[src/rtl/ascon_pkg.sv]
// Shared constants, FSM encoding and small helpers for the Ascon permutation engine.
package ascon_pkg;
    localparam int STATE_W    = 320;
    localparam int LANE_W     = 64;
    localparam int MAX_ROUNDS = 12;
    localparam int IDX_W      = 4;

    typedef enum logic [1:0] {
        IDLE = 2'd0,
        RUN  = 2'd1,
        DONE = 2'd2
    } fsm_e;

    // Linear-layer rotate-right amounts, two per lane.
    localparam int ROT0_A = 19, ROT0_B = 28;
    localparam int ROT1_A = 61, ROT1_B = 39;
    localparam int ROT2_A = 1,  ROT2_B = 6;
    localparam int ROT3_A = 10, ROT3_B = 17;
    localparam int ROT4_A = 7,  ROT4_B = 41;

    function automatic logic [7:0] rc(input logic [IDX_W-1:0] idx);
        return {4'hF - idx, idx};
    endfunction

    function automatic logic [LANE_W-1:0] ror64(input logic [LANE_W-1:0] x, input int unsigned n);
        return (x >> n) | (x << (LANE_W - n));
    endfunction
endpackage

[src/rtl/ascon_round.sv]
// One combinational Ascon round: constant addition, bit-sliced S-box, linear layer.
module ascon_round
    import ascon_pkg::*;
(
    input  logic [STATE_W-1:0] state_in,
    input  logic [IDX_W-1:0]   idx,
    input  logic               enable,
    output logic [STATE_W-1:0] state_out
);
    logic [LANE_W-1:0] a0, a1, a2, a3, a4;
    logic [LANE_W-1:0] b0, b2, b4;
    logic [LANE_W-1:0] t0, t1, t2, t3, t4;
    logic [LANE_W-1:0] c0, c1, c2, c3, c4;
    logic [LANE_W-1:0] s0, s1, s2, s3, s4;
    logic [LANE_W-1:0] l0, l1, l2, l3, l4;

    assign a0 = state_in[319:256];
    assign a1 = state_in[255:192];
    assign a2 = state_in[191:128] ^ {56'h0, rc(idx)};
    assign a3 = state_in[127:64];
    assign a4 = state_in[63:0];

    // S-box: input mixing, chi-like nonlinear step, output mixing.
    assign b0 = a0 ^ a4;
    assign b4 = a4 ^ a3;
    assign b2 = a2 ^ a1;

    assign t0 = ~b0 & a1;
    assign t1 = ~a1 & b2;
    assign t2 = ~b2 & a3;
    assign t3 = ~a3 & b4;
    assign t4 = ~b4 & b0;

    assign c0 = b0 ^ t1;
    assign c1 = a1 ^ t2;
    assign c2 = b2 ^ t3;
    assign c3 = a3 ^ t4;
    assign c4 = b4 ^ t0;

    assign s0 = c0 ^ c4;
    assign s1 = c1 ^ c0;
    assign s2 = ~c2;
    assign s3 = c3 ^ c2;
    assign s4 = c4;

    assign l0 = s0 ^ ror64(s0, ROT0_A) ^ ror64(s0, ROT0_B);
    assign l1 = s1 ^ ror64(s1, ROT1_A) ^ ror64(s1, ROT1_B);
    assign l2 = s2 ^ ror64(s2, ROT2_A) ^ ror64(s2, ROT2_B);
    assign l3 = s3 ^ ror64(s3, ROT3_A) ^ ror64(s3, ROT3_B);
    assign l4 = s4 ^ ror64(s4, ROT4_A) ^ ror64(s4, ROT4_B);

    assign state_out = enable ? {l0, l1, l2, l3, l4} : state_in;
endmodule

[src/rtl/ascon_permutation_pipe.sv]
// Handshaked Ascon p^a engine, UNROLL rounds per clock, a = 0..12 chosen per job.
// Optional macro ASCON_PERM_ZEROIZE_EN clears the state register on the output handshake.
module ascon_permutation_pipe #(
    parameter int UNROLL     = 1,
    parameter int MAX_ROUNDS = 12
) (
    input  logic                          clk,
    input  logic                          reset,
    input  logic                          in_valid,
    output logic                          in_ready,
    input  logic [ascon_pkg::STATE_W-1:0] state_in,
    input  logic [3:0]                    rounds_in,
    output logic                          out_valid,
    input  logic                          out_ready,
    output logic [ascon_pkg::STATE_W-1:0] state_out,
    output logic                          busy
);
    import ascon_pkg::*;

    if (!(UNROLL == 1 || UNROLL == 2 || UNROLL == 3 || UNROLL == 4 || UNROLL == 6 || UNROLL == 12)
        || MAX_ROUNDS != ascon_pkg::MAX_ROUNDS) begin : g_bad_cfg
        $error("ascon_permutation_pipe: UNROLL must be 1,2,3,4,6 or 12 and MAX_ROUNDS must be 12");
    end

    localparam logic [IDX_W-1:0] UNROLL_C = IDX_W'(UNROLL);
    localparam logic [IDX_W-1:0] MAX_R_C  = IDX_W'(MAX_ROUNDS);

    fsm_e               fsm_q, fsm_d;
    logic [STATE_W-1:0] state_q, state_d;
    logic [IDX_W-1:0]   idx_q, idx_d;
    logic [IDX_W-1:0]   rem_q, rem_d;
    logic [IDX_W-1:0]   rounds_clamped;
    logic [IDX_W-1:0]   step;
    logic [STATE_W-1:0] chain [UNROLL+1];

    assign rounds_clamped = (rounds_in > MAX_R_C) ? MAX_R_C : rounds_in;
    assign step           = (rem_q > UNROLL_C) ? UNROLL_C : rem_q;

    // Stages beyond the remaining count pass the state through untouched.
    assign chain[0] = state_q;
    for (genvar k = 0; k < UNROLL; k++) begin : g_round
        ascon_round u_round (
            .state_in  (chain[k]),
            .idx       (idx_q + IDX_W'(k)),
            .enable    (IDX_W'(k) < rem_q),
            .state_out (chain[k+1])
        );
    end

    always_comb begin
        fsm_d   = fsm_q;
        state_d = state_q;
        idx_d   = idx_q;
        rem_d   = rem_q;
        case (fsm_q)
            IDLE: begin
                if (in_valid) begin
                    state_d = state_in;
                    rem_d   = rounds_clamped;
                    idx_d   = MAX_R_C - rounds_clamped;
                    fsm_d   = (rounds_clamped == '0) ? DONE : RUN;
                end
            end
            RUN: begin
                state_d = chain[UNROLL];
                idx_d   = idx_q + step;
                rem_d   = rem_q - step;
                if (rem_q == step) begin
                    fsm_d = DONE;
                end
            end
            DONE: begin
                if (out_ready) begin
                    fsm_d = IDLE;
`ifdef ASCON_PERM_ZEROIZE_EN
                    state_d = '0;
`else
                    state_d = state_q;
`endif
                end
            end
            default: fsm_d = IDLE;
        endcase
    end

    always_ff @(posedge clk) begin
        if (reset) begin
            fsm_q   <= IDLE;
            state_q <= '0;
            idx_q   <= '0;
            rem_q   <= '0;
        end else begin
            fsm_q   <= fsm_d;
            state_q <= state_d;
            idx_q   <= idx_d;
            rem_q   <= rem_d;
        end
    end

    assign in_ready  = (fsm_q == IDLE);
    assign out_valid = (fsm_q == DONE);
    assign busy      = (fsm_q != IDLE);
    assign state_out = state_q;
endmodule

[config.mk]
export PLATFORM = sky130hd
export DESIGN_NAME = ascon_permutation_pipe
export DESIGN_NICKNAME = d
export VERILOG_FILES = /design/src/rtl/ascon_pkg.sv /design/src/rtl/ascon_round.sv /design/src/rtl/ascon_permutation_pipe.sv
export SDC_FILE = /design/constraint.sdc
export NUM_CORES = 2
export LEC_CHECK = 0
export CAP_MARGIN = 10
export CORE_MARGIN = 5
export CORE_UTILIZATION = 35
export DETAILED_ROUTE_END_ITERATION = 10
export HOLD_SLACK_MARGIN = 0.1
export SYNTH_ARGS = -nofsm -noshare
export SYNTH_HDL_FRONTEND = slang
export SYNTH_SLANG_ARGS = --single-unit
[constraint.sdc]
create_clock -name clk -period 4.8 [get_ports clk]
set_input_delay 0.48 -clock clk [delete_from_list [all_inputs] [get_ports clk]]
set_output_delay 0.48 -clock clk [all_outputs]
set_load 0.005 [all_outputs]
==> results.tsv <==
stage	metric	value	unit
cts	ctsResizeCount	0	
yosys	asyncSetResetFlopFracSynth	0	%
layout	post_route_cells_drive_above_1_share	3.611	%
cts	ctsHtreeMaxLevel	2	
yosys	synth-edff-count	0	
floorplanning	initial_core_util	35.10	%
yosys	synth.yosys.warnings	0	
setup_path	worst-path-max-fanout	202	
yosys	adder_and_majority_gate_portion_of_the_synthesized_area	7.910	%
global_route	grt_start_max_net_pins	203	
yosys	netlist_area_pre_place	29230	um2
sta	maxSlewViolCount	0	
cts	cts_tree	built	
setup_path	worst-path-buf-inv	2	
layout	final_net_count	4693	
global_route	wire_length_of_the_first_global_routing_pass	227900	um
cts	hold_buffers	0	
cts	cts.reportedPaths.clkPinSlew	0.06	ns
yosys	synthMostInstantiatedCell	sky130_fd_sc_hd__xnor2_1	
placed_design	detailedPlace.worstSlack	1.635	ns
route	drt_wl_total	168400	um
layout	postLayoutCellArea	38450	um2
route	wl_per_cell	31.48	um
floorplanning	die_y	299.0	um
yosys	yosysSeqAreaShare	22.60	%
route	drc_errors	0	
yosys	post-synth-top-area-cell	sky130_fd_sc_hd__dfxtp_1	
floorplanning	floorplan.core_area	83290	um2
yosys	post_synth.cell_area_avg	8.004	um2
floorplanning	fp.dieW	299.0	um
power_and_ir_drop	total_leakage_power	0.01420	uW
setup_path	worstSetupEndpointType	flip-flop	
floorplanning	ios	651	
yosys	synth.distinct_cells	43	
cts	cts.sink_count	330	
placed_design	finalWeightedCongestion	1.050	
placed_design	placedInstanceArea	36940	um2
sta	worst_pin_slew	1.366	ns
sta	timing.final.setup_violations	0	
run	timing.max_cap.violations	0	
setup_path	cp.required	5.26	ns
yosys	muxShareOfSynthArea	0.4451	%
sta	worst_clock_skew	0.01469	ns
floorplanning	die_area	89400	um2
global_route	globalRouteTotalUtil	35.62	%
yosys	top_cells_by_area_in_the_synthesized_netlist	sky130_fd_sc_hd__dfxtp_1, sky130_fd_sc_hd__xnor2_1, sky130_fd_sc_hd__xor2_1	
route	dr.first_iter.drc_count	3895	
yosys	post_synth_and_or_nand_nor_area_fraction	15.35	%
global_route	globalRoute.totalOverflow	0	
setup_path	timing_worst_setup_path_type	flip-flop to flip-flop	
sta	unrepaired_setup_endpoints_after_global_routing	no	
placed_design	buffer_ports.inserted	650	
setup_path	worstPathCellList	or4_4, and2_1, buf_4, nor2_4, buf_12, nor2_1, o21ai_0, a21oi_1	
setup_path	critPathArrivalTime	3.85	ns
yosys	synthFlopType	sky130_fd_sc_hd__dfxtp_1	
floorplanning	core.rowCount	106	
route	first_pass_iters	6	
yosys	synth-seq-cells	330	
sta	layout_min_cycle_time	3.391	ns
sta	max_freq	0.2949	GHz
cts	clock_insertion_delay_worst_skew	0.61	ns
setup_path	cp_slowest_stage_delay	0.57	ns
power_and_ir_drop	power.density_cell_area	885.4	nW/um2
sta	hold_viol_final	0	
sta	setup_tns	0	ns
run_status	status	finished clean	
cts	cts.repair_timing.setup_buffer_count	0	
global_route	grt_antenna_before_repair	4	
yosys	synthCells	3652	
route	routed_via_density	5.763	
setup_path	timing.critical_path.max_delay_family	simple AND/OR/NAND/NOR gates	
yosys	synth_compound_gate_area_share	14.88	%
sta	fin_crit_sh	70.65	%
yosys	combinational_family_with_the_most_area_after_synthesis	XOR/XNOR gates	
route	vias	30820	
setup_path	worst_path_max_delay_cell	sky130_fd_sc_hd__or4_4	
sta	hold_ws	0.2675	ns
cts	tritoncts.num_buffers	45	
yosys	synth_commonest_cells	sky130_fd_sc_hd__xnor2_1, sky130_fd_sc_hd__nand2_1, sky130_fd_sc_hd__dfxtp_1	
power_and_ir_drop	finalPower	34040	uW
cts	clockBufferDepth	3	
sta	final_worst_path_setup_slack	1.409	ns
route	postRouteAntennaNets	0	
setup_path	critical_path.startpoint_type	flip-flop	
layout	syn_to_final_growth	31.52	%
power_and_ir_drop	vdd_ir_drop_max	0.3744	mV
placed_design	place.detailed.hpwl	137300	um
cts	cts-root-buf	sky130_fd_sc_hd__clkbuf_16	
global_route	grt_pass1_vias	28870	
hold_path	hold_class	input pin to flip-flop	
yosys	synth-xor-area-share	33.39	%
sta	timing.max_slew.rel_slack	8.648	%
yosys	area_share_of_the_largest_cell_type_after_synthesis	22.60	%
==> placed cells by master (no fill, tap or decap), types with 10 or more instances in the layout <==
cell type / n
sky130_fd_sc_hd__xnor2_1: 684
sky130_fd_sc_hd__clkdlybuf4s50_1: 649
sky130_fd_sc_hd__nand2_1: 353
sky130_fd_sc_hd__dfxtp_1: 330
sky130_fd_sc_hd__nor2_1: 312
sky130_fd_sc_hd__o21ai_0: 261
sky130_fd_sc_hd__xor2_1: 253
sky130_fd_sc_hd__inv_1: 197
sky130_fd_sc_hd__a21oi_1: 167
sky130_fd_sc_hd__nand3_1: 137
sky130_fd_sc_hd__ha_1: 132
sky130_fd_sc_hd__or3_1: 128
sky130_fd_sc_hd__a41oi_1: 128
sky130_fd_sc_hd__a211oi_1: 75
sky130_fd_sc_hd__buf_4: 71
sky130_fd_sc_hd__xnor3_1: 69
sky130_fd_sc_hd__maj3_1: 64
sky130_fd_sc_hd__clkbuf_16: 47
sky130_fd_sc_hd__a31oi_1: 35
sky130_fd_sc_hd__and4_1: 30
sky130_fd_sc_hd__o22ai_1: 16
sky130_fd_sc_hd__mux2i_1: 13
sky130_fd_sc_hd__nor3_1: 12
sky130_fd_sc_hd__clkbuf_1: 12
sky130_fd_sc_hd__and3_1: 10
sky130_fd_sc_hd__o21ai_1: 10
sky130_fd_sc_hd__clkbuf_8: 10
==> logic make-up (layout without fill, tap and decap cells) <==
logic type,after synthesis,in the layout
AO/OA/AOI/OAI,711,711
XOR/XNOR,1006,1006
adder cells (fa/ha/maj),197,197
buffers and inverters,393,1005
flip-flops,330,330
multiplexers,13,13
other,2,6
AND/OR/NAND/NOR,1000,1000
==> cell type report <==
class | instances | area [um2]
well taps | 1080 | 1351
flip-flops and latches | 330 | 6606
clock buffers | 69 | 1359
clock inverters | 11 | 140.1
fillers | 8356 | 44840
diodes | 3 | 7.507
multi-input cells | 2930 | 21080
inverters | 198 | 745.7
repair buffers | 727 | 7161
==> layer usage <==
layer  track usage, %  part of all wire [%]  vias up
met5                0                0.0077        -
met4            17.17                   6.0        2
met3            9.183                    11      359
met2            56.27                    44     1861
met1            45.39                    39    15000
li1                 -                     -    13600
==> state kept, by name, indices dropped and copies added, names as in the netlist <==
register and flops:
fsm_q 2, rem_q 4, state_out 320, idx_q 4
==> power by group <==
part,internal (uW),switching [uW]
Clock,2100,1480
Sequential,3300,1030
Combinational,10200,16000
==> stage by stage <==
step | util (%) | cells
after global routing | 46.15 | 5345
after global placement | 44.35 | 5265
after floorplan | - | 3653
after CTS | 46.15 | 5345
final | 46.16 | 5348
after detailed placement | 44.35 | 5265
==> final timing paths <==
check                                                  from                           to  slack (ns)  cells past startpoint
worst max-delay path                  rem_q[3]$_SDFFE_PP0P_   state_out[89]$_SDFFE_PP0P_        1.41                      8
worst min-delay path                                  reset  state_out[190]$_SDFFE_PP0P_        0.27                      2
worst max register to register        rem_q[3]$_SDFFE_PP0P_   state_out[89]$_SDFFE_PP0P_        1.41                      8
worst min register to register  state_out[121]$_SDFFE_PP0P_  state_out[121]$_SDFFE_PP0P_        0.47                      2
Note: power is estimated with default switching activity, not from simulation.
